## src/rtl/vram_blitter_pkg.sv

```systemverilog
// Shared definitions for the video RAM blitter: register map, control bits and FSM encoding.
package vram_blitter_pkg;

   localparam logic [3:0] REG_SRC_LO   = 4'd0;
   localparam logic [3:0] REG_SRC_HI   = 4'd1;
   localparam logic [3:0] REG_DST_LO   = 4'd2;
   localparam logic [3:0] REG_DST_HI   = 4'd3;
   localparam logic [3:0] REG_LEN_LO   = 4'd4;
   localparam logic [3:0] REG_LEN_HI   = 4'd5;
   localparam logic [3:0] REG_FILL     = 4'd6;
   localparam logic [3:0] REG_CTRL     = 4'd7;
   localparam logic [3:0] REG_DONE_CLR = 4'd8;

   localparam int unsigned CTL_START  = 0;
   localparam int unsigned CTL_MODE   = 1;
   localparam int unsigned CTL_IRQ_EN = 2;
   localparam int unsigned CTL_ABORT  = 3;

   typedef enum logic [2:0] {
      StIdle = 3'd0,
      StRd   = 3'd1,
      StCap  = 3'd2,
      StWr   = 3'd3,
      StFin  = 3'd4
   } blit_state_e;

endpackage

```

## src/rtl/vram_blitter.sv

```systemverilog
// CPU-programmed DMA engine writing video RAM by block copy or constant fill.
// Holds the register page, the src/dst/len counters and the transfer FSM.
module vram_blitter
   import vram_blitter_pkg::*;
#(
   parameter int unsigned LEN_W = 16
) (
   input  logic             cpu_clk,
   input  logic             rst,
   input  logic [3:0]       cpu_addr,
   input  logic [7:0]       cpu_dbw,
   input  logic             cpu_we,
   output logic [7:0]       cpu_dbr,
   output logic             cpu_irq,
   output logic [LEN_W-1:0] mem_addr,
   output logic             mem_rd,
   output logic             mem_wr,
   output logic [7:0]       mem_dbw,
   input  logic [7:0]       mem_dbr,
   input  logic             mem_ready
);

   blit_state_e      state_q, state_d;
   logic [LEN_W-1:0] src_q, src_d, dst_q, dst_d, len_q, len_d;
   logic [7:0]       fill_q, fill_d, data_q, data_d, dbr_d;
   logic             mode_q, mode_d, irq_en_q, irq_en_d, done_q, done_d;
   logic             busy, ctrl_wr, start_req, abort_req, xfer;

   assign busy      = (state_q != StIdle);
   assign ctrl_wr   = cpu_we && (cpu_addr == REG_CTRL);
   assign start_req = ctrl_wr && !busy && cpu_dbw[CTL_START];
   assign abort_req = ctrl_wr && busy && cpu_dbw[CTL_ABORT];
   // An abort drops the write offered in the same cycle, so counters stay put.
   assign xfer      = (state_q == StWr) && mem_ready && !abort_req;
   assign cpu_irq   = done_q && irq_en_q;

   always_ff @(posedge cpu_clk or posedge rst) begin
      if (rst) begin
         state_q <= StIdle;
      end else begin
         state_q <= state_d;
      end
   end

   always_comb begin
      state_d = state_q;
      if (abort_req) begin
         state_d = StIdle;
      end else begin
         unique case (state_q)
            StIdle: begin
               if (start_req) begin
                  // Zero length skips straight to completion without touching memory.
                  if (len_q == '0)               state_d = StFin;
                  else if (cpu_dbw[CTL_MODE])    state_d = StWr;
                  else                           state_d = StRd;
               end
            end
            StRd:    if (mem_ready) state_d = StCap;
            StCap:   state_d = StWr;
            StWr: begin
               if (mem_ready) begin
                  if (len_q == LEN_W'(1)) state_d = StFin;
                  else if (mode_q)        state_d = StWr;
                  else                    state_d = StRd;
               end
            end
            StFin:   state_d = StIdle;
            default: state_d = StIdle;
         endcase
      end
   end

   always_comb begin
      mem_rd   = 1'b0;
      mem_wr   = 1'b0;
      mem_addr = '0;
      mem_dbw  = '0;
      unique case (state_q)
         StRd: begin
            mem_rd   = 1'b1;
            mem_addr = src_q;
         end
         StWr: begin
            mem_wr   = 1'b1;
            mem_addr = dst_q;
            mem_dbw  = mode_q ? fill_q : data_q;
         end
         default: ;
      endcase
   end

   always_comb begin
      src_d    = src_q;
      dst_d    = dst_q;
      len_d    = len_q;
      fill_d   = fill_q;
      data_d   = data_q;
      mode_d   = mode_q;
      irq_en_d = irq_en_q;
      done_d   = done_q;
      if (cpu_we && !busy) begin
         case (cpu_addr)
            REG_SRC_LO: src_d[7:0]       = cpu_dbw;
            REG_SRC_HI: src_d[LEN_W-1:8] = cpu_dbw;
            REG_DST_LO: dst_d[7:0]       = cpu_dbw;
            REG_DST_HI: dst_d[LEN_W-1:8] = cpu_dbw;
            REG_LEN_LO: len_d[7:0]       = cpu_dbw;
            REG_LEN_HI: len_d[LEN_W-1:8] = cpu_dbw;
            REG_FILL:   fill_d           = cpu_dbw;
            REG_CTRL:   mode_d           = cpu_dbw[CTL_MODE];
            default: ;
         endcase
      end
      if (ctrl_wr) irq_en_d = cpu_dbw[CTL_IRQ_EN];
      if (state_q == StCap) data_d = mem_dbr;
      if (xfer) begin
         dst_d = dst_q + LEN_W'(1);
         len_d = len_q - LEN_W'(1);
         if (!mode_q) src_d = src_q + LEN_W'(1);
      end
      if (start_req || (cpu_we && cpu_addr == REG_DONE_CLR)) done_d = 1'b0;
      // Completion beats a simultaneous done-clear.
      if (state_q == StFin && !abort_req) done_d = 1'b1;
   end

   always_comb begin
      dbr_d = cpu_dbr;
      if (!cpu_we) begin
         case (cpu_addr)
            REG_SRC_LO: dbr_d = src_q[7:0];
            REG_SRC_HI: dbr_d = src_q[LEN_W-1:8];
            REG_DST_LO: dbr_d = dst_q[7:0];
            REG_DST_HI: dbr_d = dst_q[LEN_W-1:8];
            REG_LEN_LO: dbr_d = len_q[7:0];
            REG_LEN_HI: dbr_d = len_q[LEN_W-1:8];
            REG_FILL:   dbr_d = fill_q;
            REG_CTRL:   dbr_d = {busy, done_q, 3'b000, irq_en_q, mode_q, 1'b0};
            default:    dbr_d = 8'h00;
         endcase
      end
   end

   always_ff @(posedge cpu_clk or posedge rst) begin
      if (rst) begin
         src_q    <= '0;
         dst_q    <= '0;
         len_q    <= '0;
         fill_q   <= '0;
         data_q   <= '0;
         mode_q   <= 1'b0;
         irq_en_q <= 1'b0;
         done_q   <= 1'b0;
         cpu_dbr  <= '0;
      end else begin
         src_q    <= src_d;
         dst_q    <= dst_d;
         len_q    <= len_d;
         fill_q   <= fill_d;
         data_q   <= data_d;
         mode_q   <= mode_d;
         irq_en_q <= irq_en_d;
         done_q   <= done_d;
         cpu_dbr  <= dbr_d;
      end
   end

endmodule

```

## config.mk

```make
export PLATFORM = sky130hd
export DESIGN_NAME = vram_blitter
export DESIGN_NICKNAME = d
export VERILOG_FILES = /design/src/rtl/vram_blitter_pkg.sv /design/src/rtl/vram_blitter.sv
export SDC_FILE = /design/constraint.sdc
export NUM_CORES = 1
export LEC_CHECK = 0
export ABC_CLOCK_PERIOD_IN_PS = 2400
export BUFFER_PORTS_ARGS = -buffer_cell sky130_fd_sc_hd__buf_2
export CORE_ASPECT_RATIO = 0.9
export CORE_MARGIN = 3
export CORE_UTILIZATION = 39
export CTS_CLUSTER_SIZE = 14
export DETAILED_ROUTE_END_ITERATION = 12
export PLACE_DENSITY = 0.64
export SLEW_MARGIN = 30
export SYNTH_ARGS = -nofsm -noshare
export SYNTH_HDL_FRONTEND = slang
export SYNTH_SLANG_ARGS = --single-unit
```

## constraint.sdc

```tcl
create_clock -name cpu_clk -period 2.4 [get_ports cpu_clk]
set_clock_uncertainty 0.15 [all_clocks]
set_input_delay 0.12 -clock cpu_clk [delete_from_list [all_inputs] [get_ports cpu_clk]]
set_output_delay 0.12 -clock cpu_clk [all_outputs]
set_load 0.02 [all_outputs]
```

==> Implementation_results.wiki <==
{| class="wikitable"
! Metric !! Value
|-
| Highest clock frequency the design can meet || between 0.4 and 0.5 GHz
|-
| Clock edge transition at the registers on the reported setup and hold paths || ~0.060 ns
|-
| Cell at the root of the clock tree || sky130_fd_sc_hd__clkbuf_16
|-
| Stage delay of the slowest cell on the critical path || 0.49 ns
|-
| Hpwl dp || about 13 mm
|-
| Area of the die || around 15000 sq um
|-
| Leakage power || 0.00262 uW
|-
| Worst setup path end || mem_addr[1]
|-
| Remaining DRCs || 0
|-
| Clock period minus final worst setup slack || roughly 2.2 ns
|-
| Result of the run || finished clean
|-
| IO buf count || slightly below 60
|-
| Total grt overflow || 0
|-
| Net total in the final layout || around 700
|-
| Site row count || 39
|-
| Starting utilization of the core area || 40.2%
|-
| Number of buffers and inverters on the critical path || 2
|-
| Final-report hold violation count || 0
|-
| Startpoint of the most critical register-to-register path || len_q[9]
|-
| Critical path endpoint category || primary output
|-
| Average wire per standard cell || approximately 21 um
|-
| Placed Cells || around 790
|-
| Maxcap violations || 0
|-
| Most instantiated flip-flop cell in the synthesis netlist || sky130_fd_sc_hd__dfrtp_1
|-
| Unrepaired setup endpoints after global routing || no
|-
| First-pass GRT wire length || 28.1 mm
|-
| R2R depth || 5
|-
| Netlist area before placement || roughly 5000 sq um
|-
| Number of nets in the synthesized netlist || between 600 and 700
|-
| Final Routed Wirelength || about 18 mm
|-
| Mean number of vias per cell || 6.15
|-
| Yosys cell types || 61
|-
| Buffer depth of the longest clock path || 2
|-
| Routability congestion estimate || roughly 0.94
|-
| Portion of the clock cycle consumed by the worst path in the final layout || between 90% and 100%
|-
| Largest area contributor in the synthesized netlist || sky130_fd_sc_hd__dfrtp_1
|-
| Clock tree from TritonCTS || yes
|-
| Worst IR Drop VDD || 435 uV
|-
| Biggest fanout along the worst timing path || 18
|-
| Layout Area Growth over Synthesis || 20.4%
|-
| Cell types with the largest area share after synthesis || sky130_fd_sc_hd__dfrtp_1 (38%), sky130_fd_sc_hd__mux2i_1 (6.4%), sky130_fd_sc_hd__nor2_1 (5.3%)
|-
| Placeable core region || ~13000 sq um
|-
| Critical path depth || 4
|-
| Final number of setup-violating endpoints || 0
|-
| Total power per unit cell area || 1170 nW/um^2
|-
| Post-route antenna net violation count || 0
|-
| Sequential-to-total area share from yosys stat || around two fifths
|-
| DRC marker count from the first detailed-route iteration || around 570
|-
| H-Tree Level Count || 3
|-
| Reg-to-reg endpoint || state_q[0]
|-
| Required @ worst endpoint || about 2.1 ns
|-
| Flip-flop and latch count after synthesis || 78
|-
| Worst setup path start || state_q[2]
|-
| Clock latency on the worst-skew pair || between 0.3 and 0.4 ns
|-
| Vert. Die Dim || between 100 and 150 um
|-
| Total GRT Usage || 24.7%
|-
| Number of global-route vias before repair || roughly 4900
|-
| Instance count of the mapped netlist || between 500 and 600
|-
| Count of TritonRoute iterations in the first routing pass || 6
|-
| Area share of the largest cell type after synthesis || between 30% and 40%
|-
| TritonCTS Buffers || 9
|-
| FF-to-FF setup slack || ~0.18 ns
|-
| Post-layout instance count excluding filler cells || 825
|-
| Number of sinks driven by the clock tree || between 70 and 80
|-
| Number of antenna violations at the first check in global routing || 0
|-
| Gate family responsible for the most delay along the worst path || simple AND/OR/NAND/NOR gates
|-
| Type of the most critical hold path || primary input to register
|-
| Layout cells sized above 1 || between 20% and 30%
|-
| Worst Max-Slew Pin Slew || 0.771 ns
|-
| Worst endpoint data arrival time || 1.97 ns
|-
| Crit Path Category || register to primary output
|-
| Count of boundary I/O pins || 59
|-
| Cells along the critical path || buf_4, nand2b_1, nor2_1, buf_2
|-
| Vias post-DR || 5071
|-
| Synth async-reset ratio || 100%
|-
| Post-synthesis area per instance || roughly 8.9 sq um
|-
| Horizontal extent of the die || around 130 um
|-
| Max_slew headroom || 48.6%
|-
| Count of flip-flops with a built-in enable after synthesis || 0
|-
| Yosys synthesis warning count || 0
|-
| Pin count of the biggest net entering global routing || 79
|-
| Kind of start point of the critical path || register
|-
| Total negative slack || 0 ns
|-
| Final count of pins violating max slew || 0
|-
| Library cell contributing the largest single delay on the critical path || sky130_fd_sc_hd__nand2b_1
|}
==> layout make-up <==
| class | instances | area (sq um) |
|---|---|---|
| clock buffer | 10 | 239 |
| inverter | 17 | 65.1 |
| fill | 1254 | 6610 |
| timing repair buffer | 105 | 683 |
| multi-input combinational | 444 | 2950 |
| sequential | 78 | 1950 |
| clock inverter | 6 | 85.1 |
| tap | 164 | 205 |
| antenna | 1 | 2.50 |
==> placed cells by master (no fill, tap or decap), types with 9 or more instances in the layout <==
master                          Yosys  routed
sky130_fd_sc_hd__mux2i_1           33      33
sky130_fd_sc_hd__o21ai_0           31      31
sky130_fd_sc_hd__clkbuf_16          0       9
sky130_fd_sc_hd__nand3_1           28      28
sky130_fd_sc_hd__nor2_1            72      72
sky130_fd_sc_hd__buf_4              1      35
sky130_fd_sc_hd__dlygate4sd3_1      0      11
sky130_fd_sc_hd__a311oi_1          13      13
sky130_fd_sc_hd__mux2_2            24      24
sky130_fd_sc_hd__dfrtp_1           78      77
sky130_fd_sc_hd__nor3_1            18      18
sky130_fd_sc_hd__a21oi_1           32      31
sky130_fd_sc_hd__buf_2             14      58
sky130_fd_sc_hd__nand2_1           52      52
sky130_fd_sc_hd__inv_1             16      15
==> Yosys cell counts (5+ instances only) <==
| cell | count |
|---|---|
| sky130_fd_sc_hd__dfrtp_1 | 78 |
| sky130_fd_sc_hd__nor2_1 | 72 |
| sky130_fd_sc_hd__nand2_1 | 52 |
| sky130_fd_sc_hd__mux2i_1 | 33 |
| sky130_fd_sc_hd__a21oi_1 | 32 |
| sky130_fd_sc_hd__o21ai_0 | 31 |
| sky130_fd_sc_hd__nand3_1 | 28 |
| sky130_fd_sc_hd__mux2_2 | 24 |
| sky130_fd_sc_hd__clkbuf_1 | 19 |
| sky130_fd_sc_hd__nor3_1 | 18 |
| sky130_fd_sc_hd__inv_1 | 16 |
| sky130_fd_sc_hd__buf_2 | 14 |
| sky130_fd_sc_hd__a311oi_1 | 13 |
| sky130_fd_sc_hd__and3_1 | 8 |
| sky130_fd_sc_hd__o22ai_1 | 8 |
| sky130_fd_sc_hd__nand4_1 | 7 |
| sky130_fd_sc_hd__nor2b_1 | 7 |
| sky130_fd_sc_hd__o211ai_1 | 7 |
| sky130_fd_sc_hd__a211oi_1 | 6 |
| sky130_fd_sc_hd__a31oi_1 | 6 |
| sky130_fd_sc_hd__mux4_2 | 6 |
| sky130_fd_sc_hd__and2_1 | 5 |
| sky130_fd_sc_hd__ha_1 | 5 |
| sky130_fd_sc_hd__o311ai_0 | 5 |
| sky130_fd_sc_hd__o31ai_1 | 5 |
| sky130_fd_sc_hd__o32ai_1 | 5 |
==> sequential cells by signal (all words and copies together) (netlist names), 3 cells and up <==
signal	cells
cpu_dbr	8
state_q	3
fill_q	8
len_q	16
dst_q	16
src_q	16
data_q	8
==> report_power, final <==
| group | switching [uW] | total [uW] | internal (uW) |
|---|---|---|---|
| logic | 1920 | 3260 | 1330 |
| registers | 688 | 2460 | 1770 |
| clock network | 569 | 1500 | 935 |
==> repair_timing <==
| item | CTS | global route |
|---|---|---|
| hold buffers | 11 | 0 |
| gates resized for setup | 0 | 2 |
| setup buffers | 0 | 3 |
| hold endpoints to repair | 89 | 0 |
| endpoints found under the setup margin | 0 | 3 |
==> kinds of logic (layout without fill, tap and decap cells) <==
family	count (synthesis)	count (layout)	share of synthesized area, %
flip-flops	78	78	38.0
buffers and inverters	57	138	4.78
multiplexers	63	63	14.3
AND/OR/NAND/NOR	226	226	21.9
adder cells (fa/ha/maj)	5	5	1.22
other	0	1	0
AO/OA/AOI/OAI	150	150	19.8
==> per-layer routing <==
| layer | up-vias | wire length (um) | global-route usage, % | share of wire [%] |
|---|---|---|---|---|
| met3 | 42 | 1490 | 4.13 | 8.5 |
| met5 | - | 0 | 0 | 0 |
| li1 | 2321 | - | - | - |
| met1 | 2463 | 7800 | 35.2 | 45 |
| met2 | 245 | 7640 | 37.2 | 44 |
| met4 | 0 | 586 | 10.4 | 3.3 |
==> worst min-delay path: cells and delay by family <==
kind,cells,cell delay [ns]
buffers and inverters,1,0.19
AOI/OAI and AO/OA,1,0.05
and+or+nand+nor,1,0.13
==> how the worst min path moves through the flow <==
| stage | endpoint | slack [ns] | startpoint | cells after the start |
|---|---|---|---|---|
| floorplan | state_q[0] | 0.08 | mem_ready | 1 |
| global placement | dst_q[2] | 0.09 | rst | 3 |
| detailed placement | dst_q[2] | 0.1 | rst | 3 |
| CTS | dst_q[15] | 0.02 | cpu_dbw[7] | 3 |
| global route | dst_q[6] | 0.04 | cpu_dbw[6] | 3 |
| finish | src_q[15] | 0.03 | cpu_dbw[7] | 3 |
==> through the flow <==
stage / area, sq um / worst slack (ns) / power [uW] / hold slack, ns / util [%]
4_1_cts: 6150 / 0.179 / 7170 / 0.0216 / 48.1
3_5_place_dp: 5710 / 0.220 / 5640 / 0.0964 / 44.7
3_3_place_gp: 5710 / 0.265 / 5580 / 0.0938 / 44.7
2_1_floorplan: 5130 / 0.135 / 4450 / 0.0847 / -
6_report: 6180 / 0.161 / 7220 / 0.0294 / 48.3
5_1_grt: 6180 / 0.0254 / 7660 / 0.0415 / 48.3
Power figures use the tool's default switching activity.
